<file path="src/rtl/spi_pkg.sv">
// Shared SPI constants and the FIFO occupancy-width helper.
package spi_pkg;

  localparam int SPI_DATA_W     = 32;
  localparam int SPI_FIFO_DEPTH = 16;

  // Width of an occupancy count or a wrap-bit pointer for a given depth.
  function automatic int spi_cnt_w(input int depth);
    return $clog2(depth) + 1;
  endfunction

endpackage

</file>
<file path="src/rtl/spi_fifo_mem.sv">
// FIFO storage array: one synchronous write port, one asynchronous read port.
module spi_fifo_mem #(
  parameter int WIDTH = 32,
  parameter int DEPTH = 16
) (
  input  logic                     clk,
  input  logic                     we_i,
  input  logic [$clog2(DEPTH)-1:0] waddr_i,
  input  logic [WIDTH-1:0]         wdata_i,
  input  logic [$clog2(DEPTH)-1:0] raddr_i,
  output logic [WIDTH-1:0]         rdata_o
);

  // Storage is intentionally left unreset.
  logic [WIDTH-1:0] mem_q [DEPTH];

  always_ff @(posedge clk) begin
    if (we_i) mem_q[waddr_i] <= wdata_i;
  end

  assign rdata_o = mem_q[raddr_i];

endmodule

</file>
<file path="src/rtl/spi_fifo.sv">
// Show-ahead SPI FIFO with wrap-bit pointers and optional sticky status flags.
// Define SPI_FIFO_STATUS_EN to build the overflow/underflow flag registers.
module spi_fifo
  import spi_pkg::*;
#(
  parameter int WIDTH = SPI_DATA_W,
  parameter int DEPTH = SPI_FIFO_DEPTH
) (
  input  logic                        clk,
  input  logic                        reset,
  input  logic                        clear,
  input  logic                        wr_pulse,
  input  logic [WIDTH-1:0]            wr_data,
  input  logic                        rd_pulse,
  output logic [WIDTH-1:0]            rd_data,
  output logic [spi_cnt_w(DEPTH)-1:0] count,
  output logic                        full,
  output logic                        empty,
  output logic                        overflow,
  output logic                        underflow,
  input  logic                        clr_status
);

  localparam int AW = $clog2(DEPTH);
  localparam int PW = spi_cnt_w(DEPTH);

  logic [PW-1:0] wr_ptr_q, wr_ptr_d;
  logic [PW-1:0] rd_ptr_q, rd_ptr_d;
  logic          rd_ok;
  logic          push_acc;
  logic          pop_acc;

  assign empty = (wr_ptr_q == rd_ptr_q);
  assign full  = (wr_ptr_q[AW-1:0] == rd_ptr_q[AW-1:0]) && (wr_ptr_q[AW] != rd_ptr_q[AW]);
  assign count = wr_ptr_q - rd_ptr_q;

  // A pop frees a slot in the same cycle, so a push while full still succeeds.
  assign rd_ok    = rd_pulse && !empty;
  assign pop_acc  = rd_ok && !clear;
  assign push_acc = wr_pulse && !clear && (!full || rd_ok);

  always_comb begin
    wr_ptr_d = wr_ptr_q;
    rd_ptr_d = rd_ptr_q;
    if (clear) begin
      wr_ptr_d = '0;
      rd_ptr_d = '0;
    end else begin
      if (push_acc) wr_ptr_d = wr_ptr_q + PW'(1);
      if (pop_acc)  rd_ptr_d = rd_ptr_q + PW'(1);
    end
  end

  always_ff @(posedge clk or negedge reset) begin
    if (!reset) begin
      wr_ptr_q <= '0;
      rd_ptr_q <= '0;
    end else begin
      wr_ptr_q <= wr_ptr_d;
      rd_ptr_q <= rd_ptr_d;
    end
  end

  spi_fifo_mem #(
    .WIDTH (WIDTH),
    .DEPTH (DEPTH)
  ) u_mem (
    .clk     (clk),
    .we_i    (push_acc),
    .waddr_i (wr_ptr_q[AW-1:0]),
    .wdata_i (wr_data),
    .raddr_i (rd_ptr_q[AW-1:0]),
    .rdata_o (rd_data)
  );

`ifdef SPI_FIFO_STATUS_EN
  logic ovf_q, ovf_d;
  logic unf_q, unf_d;
  logic ovf_set;
  logic unf_set;

  assign ovf_set = wr_pulse && !clear && full && !rd_ok;
  assign unf_set = rd_pulse && !clear && empty;

  // A same-cycle clr_status wins over a new rejection.
  always_comb begin
    ovf_d = ovf_q;
    unf_d = unf_q;
    if (clr_status) begin
      ovf_d = 1'b0;
      unf_d = 1'b0;
    end else begin
      if (ovf_set) ovf_d = 1'b1;
      if (unf_set) unf_d = 1'b1;
    end
  end

  always_ff @(posedge clk or negedge reset) begin
    if (!reset) begin
      ovf_q <= 1'b0;
      unf_q <= 1'b0;
    end else begin
      ovf_q <= ovf_d;
      unf_q <= unf_d;
    end
  end

  assign overflow  = ovf_q;
  assign underflow = unf_q;
`else
  logic unused_clr_status;
  assign unused_clr_status = clr_status;
  assign overflow          = 1'b0;
  assign underflow         = 1'b0;
`endif

endmodule

</file>
<file path="config.mk">
export PLATFORM = sky130hd
export DESIGN_NAME = spi_fifo
export DESIGN_NICKNAME = d
export VERILOG_FILES = /design/src/rtl/spi_pkg.sv /design/src/rtl/spi_fifo_mem.sv /design/src/rtl/spi_fifo.sv
export SDC_FILE = /design/constraint.sdc
export NUM_CORES = 1
export LEC_CHECK = 0
export ABC_AREA = 1
export CAP_MARGIN = 20
export CORE_MARGIN = 4
export CORE_UTILIZATION = 50
export CTS_CLUSTER_SIZE = 10
export DETAILED_ROUTE_END_ITERATION = 12
export GPL_TIMING_DRIVEN = 0
export PLACE_DENSITY = 0.7
export SYNTH_ARGS = -nofsm -noshare
export SYNTH_HDL_FRONTEND = slang
export SYNTH_SLANG_ARGS = --single-unit
export TNS_END_PERCENT = 100
</file>
<file path="constraint.sdc">
create_clock -name clk -period 5.34 [get_ports clk]
set_input_delay 0.801 -clock clk [delete_from_list [all_inputs] [get_ports clk]]
set_output_delay 0.801 -clock clk [all_outputs]
set_load 0.01 [all_outputs]
</file>
==> results.cfg, run 1 <==
[logic_synthesis]
synthesis.area_um2 = 23240
ys_seq_elements = 522
synth_cell_types = 26
syn_inst = 2324
synth_edf_count = 512
syn_area_per_cell_um2 = 10.00
async_reset_ff_share_pct = 1.916
synth_ff_type = edfxtp_1
yosys_warnings = 0
ys_seq_area_share_pct = 67.23

[global_routing]
antenna_found_initial = 0
grt_use_total_pct = 23.40
grt_max_degree = 23
grt_pass1_vias = 15680
grt_overflow = 0
grt_pass1_wl_um = 89470

[placement]
port_buffers = 75
gp_congestion = 0.8551
dp_cells = 3022
post_dp_cell_area_um2 = 25300
hpwl_um = 39500

[setup_path]
worst-setup-path-type = reg -> out
critPathCaptureType = primary output
worstPathMaxFanout = 10
worst_ep_arrival_time_ns = 3.27
crit_buf_inv = 4
crit_top_cell = buf_2
worstPathCellList = buf_2 -> inv_1 -> buf_2 -> ha_1 -> nand2_1 -> o21ai_0 -> xor2_1 -> clkdlybuf4s50_1
cp-start-kind = flip-flop
cp_top_family = buffers and inverters
slowest_stage = clkdlybuf4s50_1
required_ns = 4.54
cp_slowest_stage_delay_ns = 0.55

[route]
route.detailed.drc = 0
via_count = 15980
viasPerCell = 5.156
drtIter0Drc = 1483
drt-pass1-iter-count = 5
antenna_left = 0
wirelength_um = 59140
wl_per_cell_um = 19.08

[timing]
drv_slew = 0
setup_viol_count_final = 0
hold_viol_final = 0
fin_crit_ns = 4.073
skew_ns = 0.01693
fmax_ghz = 0.2455
period_share_pct = 76.28
rsz0062_at_grt = no
worstMarginPinSlew_ns = 0.9271
slew_headroom_pct = 37.85

[floorplanning]
dieWidth_um = 223.6
dieArea_um2 = 50000
start_util_pct = 50.89
row_count = 78
die_y_um = 223.6
core-area_um2 = 45670
ioPinCount = 79

[finish]
design_area_um2 = 26880
fin_cells = 3099
drive_above_1_share_pct = 7.963
num_antenna_cells = 0
layout.nets = 2530
area_growth_pct = 15.67

[cts]
cts_made_buffers = 58
hold_buffers = 0
postCtsSetupBuffers = 0
clk-insertion-delay-late_ns = 0.60
cts-root-buf = clkbuf_16
cts.repair.resized = 0
cts_sinks = 522
clockBufferDepth = 3
tritoncts = done
path_clk_slew_ns = 0.06
h-tree-depth = 2

[power]
powerDensity_nw_per_um2 = 364.5
p_leak_nw = 11.87
p_total_mw = 9.799
irDropWorstVdd_mv = 0.2890

[min_path]
hp-class = in -> async

[run_status]
outcome = finished, final reports clean

[run]
cap_violations = 0
==> state kept, by name, summed over array words and instances (netlist names) <==
| signal | flops |
|---|---|
| u_mem.mem_q | 512 |
| rd_ptr_q | 5 |
| wr_ptr_q | 5 |
==> power breakdown <==
| part | internal, mW | leakage (nW) | switching [mW] |
|---|---|---|---|
| Sequential | 4.54 | 4.75 | 0.0151 |
| Clock | 2.02 | 0.771 | 1.46 |
| Combinational | 0.616 | 6.35 | 1.14 |
| Total | 7.18 | 11.9 | 2.62 |
==> per-layer routing <==
layer / part of all wire (%) / global-route usage (%) / vias to the layer above
li1: - / - / 7613
met1: 40 / 31.27 / 7557
met4: 3.9 / 9.684 / 0
met2: 48 / 38.53 / 691
met3: 9.0 / 3.853 / 118
met5: 0 / 0 / -
==> final timing paths <==
check                            start                  to  slack (ns)  cells after the start
max                        rd_ptr_q[2]            count[3]        1.27                      8
max reg2reg                rd_ptr_q[2]  u_mem.mem_q[2][11]        1.75                     12
min                              reset         wr_ptr_q[4]        0.54                      1
min reg2reg                rd_ptr_q[4]         rd_ptr_q[4]        0.57                      2
min in group clk           rd_ptr_q[4]         rd_ptr_q[4]        0.57                      2
max in group asynchronous        reset         rd_ptr_q[3]        4.46                      1
==> cell usage after synthesis (6+ instances only) <==
| cell type | number | area (um2) |
|---|---|---|
| nand2_1 | 803 | 3014 |
| edfxtp_1 | 512 | 15370 |
| inv_1 | 496 | 1862 |
| nand3_1 | 337 | 1687 |
| buf_2 | 57 | 285.3 |
| buf_4 | 17 | 127.6 |
| nor2_1 | 17 | 63.81 |
| buf_6 | 16 | 180.2 |
| clkbuf_1 | 11 | 41.29 |
| dfrtp_1 | 10 | 250.2 |
| ha_1 | 9 | 112.6 |
| nand4_1 | 6 | 37.54 |
| xor2_1 | 6 | 52.55 |
==> placed cells by master, fill, tap and decap left out, drive strengths merged <==
| cell | Yosys | layout |
|---|---|---|
| dfrtp | 10 | 10 |
| edfxtp | 512 | 512 |
| nand4 | 6 | 6 |
| xor2 | 6 | 6 |
| clkbuf | 11 | 86 |
| clkdlybuf4s50 | 0 | 75 |
| buf | 95 | 117 |
| ha | 9 | 9 |
| o21ai | 1 | 1 |
| fa | 1 | 1 |
| a21oi | 3 | 3 |
| nand3 | 338 | 338 |
| nand2 | 807 | 807 |
| conb | 1 | 2 |
| nor2 | 18 | 18 |
| inv | 500 | 500 |
| clkinv | 2 | 4 |
| nor3 | 4 | 4 |
==> final cells by class <==
cell class	instances	area [um2]
flip-flops and latches	522	15630
plain buffers	106	653.1
inverters	502	1887
fillers	3701	18790
multi-input cells	1195	5194
repair buffers	97	1187
clock buffers	75	1579
clock inverters	2	7.507
well taps	600	750.7
==> kinds of logic (layout without fill, tap and decap cells) <==
logic type / after synthesis / in the layout / synth area share, %
simple gates: 1173 / 1173 / 20.95
buf+inv: 608 / 782 / 10.93
flops: 522 / 522 / 67.23
fa+ha+maj: 10 / 10 / 0.5706
xor+xnor: 6 / 6 / 0.2261
compound gates: 4 / 4 / 0.08609
other cells: 1 / 2 / 0.01613
==> worst register-to-register path, stage by stage, from the launching register on <==
cell and delay, ns:
dfrtp_1 0.37, buf_2 0.23, inv_1 0.33, buf_2 0.34
ha_1 0.33, nand2_1 0.15, nor2_2 0.08, nand3_2 0.13
nand2_4 0.13, inv_2 0.14, nand2_2 0.16, nor2_4 0.61
buf_16 0.25
==> per-stage QoR <==
stage	setup slack, ns	hold WS (ns)	util (%)	TNS (ns)
floorplan	1.170	0.5054	-	0
global placement	-1.737	0.5518	54.18	-161.60
detailed placement	1.783	0.5560	55.39	0
CTS	1.272	0.5210	58.86	0
global route	1.134	0.5562	58.86	0
finish	1.267	0.5356	58.86	0
Note: power is estimated with default switching activity, not from simulation.
==> run 2: changes to the inputs <==
--- a/config.mk
+++ b/config.mk
@@ -12,7 +12,7 @@
 export CTS_CLUSTER_SIZE = 10
 export DETAILED_ROUTE_END_ITERATION = 12
 export GPL_TIMING_DRIVEN = 0
-export PLACE_DENSITY = 0.7
+export PLACE_DENSITY = 0.73
 export SYNTH_ARGS = -nofsm -noshare
 export SYNTH_HDL_FRONTEND = slang
 export SYNTH_SLANG_ARGS = --single-unit
==> constraint.sdc (replaced) <==
create_clock -name clk -period 3.6 [get_ports clk]
set_input_delay 0.54 -clock clk [delete_from_list [all_inputs] [get_ports clk]]
set_output_delay 0.54 -clock clk [all_outputs]
set_load 0.01 [all_outputs]
==> results.cfg, run 2 (same netlist as run 1, synthesis figures left out) <==
[run_status]
outcome = finished, final reports clean

[cts]
clockBufferDepth = 3
hold_buffers = 0
path_clk_slew_ns = 0.05
cts-root-buf = clkbuf_16
h-tree-depth = 2
clk-insertion-delay-late_ns = 0.60
cts_sinks = 522
tritoncts = done
cts_made_buffers = 58

[power]
irDropWorstVdd_mv = 0.4417
p_leak_nw = 11.90
p_total_mw = 14.62
powerDensity_nw_per_um2 = 542.6

[route]
route.detailed.drc = 0
wl_per_cell_um = 19.14
wirelength_um = 59380
antenna_left = 0
drt-pass1-iter-count = 6
via_count = 16240
viasPerCell = 5.236
drtIter0Drc = 1693

[timing]
holdWs_ns = 0.2724
period_share_pct = 96.60
fin_ws_ns = 0.1225
slew_headroom_pct = 36.61
fin_crit_ns = 3.478
hold_viol_final = 0
setup_viol_count_final = 0
setup_tns_ns = 0
skew_ns = 0.01183
fmax_ghz = 0.2876
worstMarginPinSlew_ns = 0.9458
drv_slew = 0

[finish]
fin_util_pct = 59.00
design_area_um2 = 26950
regMostFlops = u_mem.mem_q
area_growth_pct = 15.94
drive_above_1_share_pct = 8.193
layout_commonest_cell = nand2_1
fin_cells = 3102
largest_register_ffs = 512
num_antenna_cells = 0
top_regs = u_mem.mem_q: 512 flops, rd_ptr_q: 5 flops, wr_ptr_q: 5 flops
mostFrequentLayoutCells = nand2_1, edfxtp_1, inv_1
layout.nets = 2533

[run]
cap_violations = 0

[global_routing]
grt_max_degree = 26
grt_overflow = 0
grt_use_total_pct = 23.24
grt_pass1_vias = 15940
grt_pass1_wl_um = 89200
antenna_found_initial = 0

[floorplanning]
row_count = 78
core-area_um2 = 45670
die_y_um = 223.6
ioPinCount = 79
dieArea_um2 = 50000
dieWidth_um = 223.6
start_util_pct = 50.89

[setup_path]
worst-setup-path-type = reg -> out
required_ns = 3.06
worstPathMaxFanout = 10
cp-start-kind = flip-flop
reg2regPathDepth = 12
rrSetupSlack_ns = 0.31
worst_ep_arrival_time_ns = 2.94
critPathCaptureType = primary output
rr_startpoint = rd_ptr_q[2]
r2r_end = u_mem.mem_q[6][8]

[placement]
port_buffers = 75
dp_cells = 3023
gp_congestion = 0.8167
hpwl_um = 39120
dp_worst_setup_slack_ns = 0.05235
post_dp_cell_area_um2 = 25290

[min_path]
hp-class = in -> async
[run 2: changes by cell type in the layout (fill, tap and decap cells not counted), moves of 2 or more]
cell / previous run / this run
buf_2: 57 / 50
buf_12: 3 / 6
buf_4: 17 / 20
clkbuf_4: 0 / 4
buf_6: 25 / 27
buf_16: 10 / 7
[run 2: worst max-delay path by stage]
stage	from	to	slack [ns]	cells after the start
after global routing	rd_ptr_q[2]	empty	-0.01	9
after floorplan	rd_ptr_q[2]	u_mem.mem_q[3][0]	-0.57	9
after CTS	rd_ptr_q[2]	count[3]	-0.008	8
after global placement	rd_ptr_q[2]	u_mem.mem_q[3][9]	-3.51	9
final	rd_ptr_q[3]	rd_data[28]	0.12	8
after detailed placement	rd_ptr_q[2]	u_mem.mem_q[7][10]	0.05	11
[run 2: cell type report]
type / count / area (um2)
Sequential cell: 522 / 15630
Fill cell: 3571 / 18730
Clock inverter: 2 / 33.78
Tap cell: 600 / 750.7
Inverter: 502 / 1891
Clock buffer: 75 / 1579
Multi-Input combinational cell: 1195 / 5194
Timing Repair Buffer: 101 / 1202
Buffer: 105 / 671.9
[run 2: timing repair]
action / in CTS / in global routing
endpoints found under the setup margin: 4 / 18
setup buffers: 0 / 3
resized for setup: 3 / 8
[run 2: power by group]
group	total [mW]	leakage (nW)	switching (mW)	internal (mW)
clock network	5.25	0.784	2.18	3.07
logic	2.62	6.37	1.70	0.916
registers	6.76	4.75	0.0210	6.74
[run 2: critical path, cell delays in order, from the launching register on]
cell and delay, ns:
dfrtp_1 0.43, nand2_1 0.08, clkinv_1 0.24, clkbuf_1 0.59
nand2_1 0.13, nand2_1 0.16, inv_1 0.08, nand2_1 0.08
clkdlybuf4s50_1 0.54
[run 2: metal layers]
layer | global-route usage [%] | vias to the layer above | part of all wire, %
met5 | 0 | - | 0
met4 | 10.44 | 0 | 4.4
met3 | 4.220 | 172 | 9.8
met2 | 38.49 | 832 | 47
met1 | 30.21 | 7626 | 38
li1 | - | 7612 | -
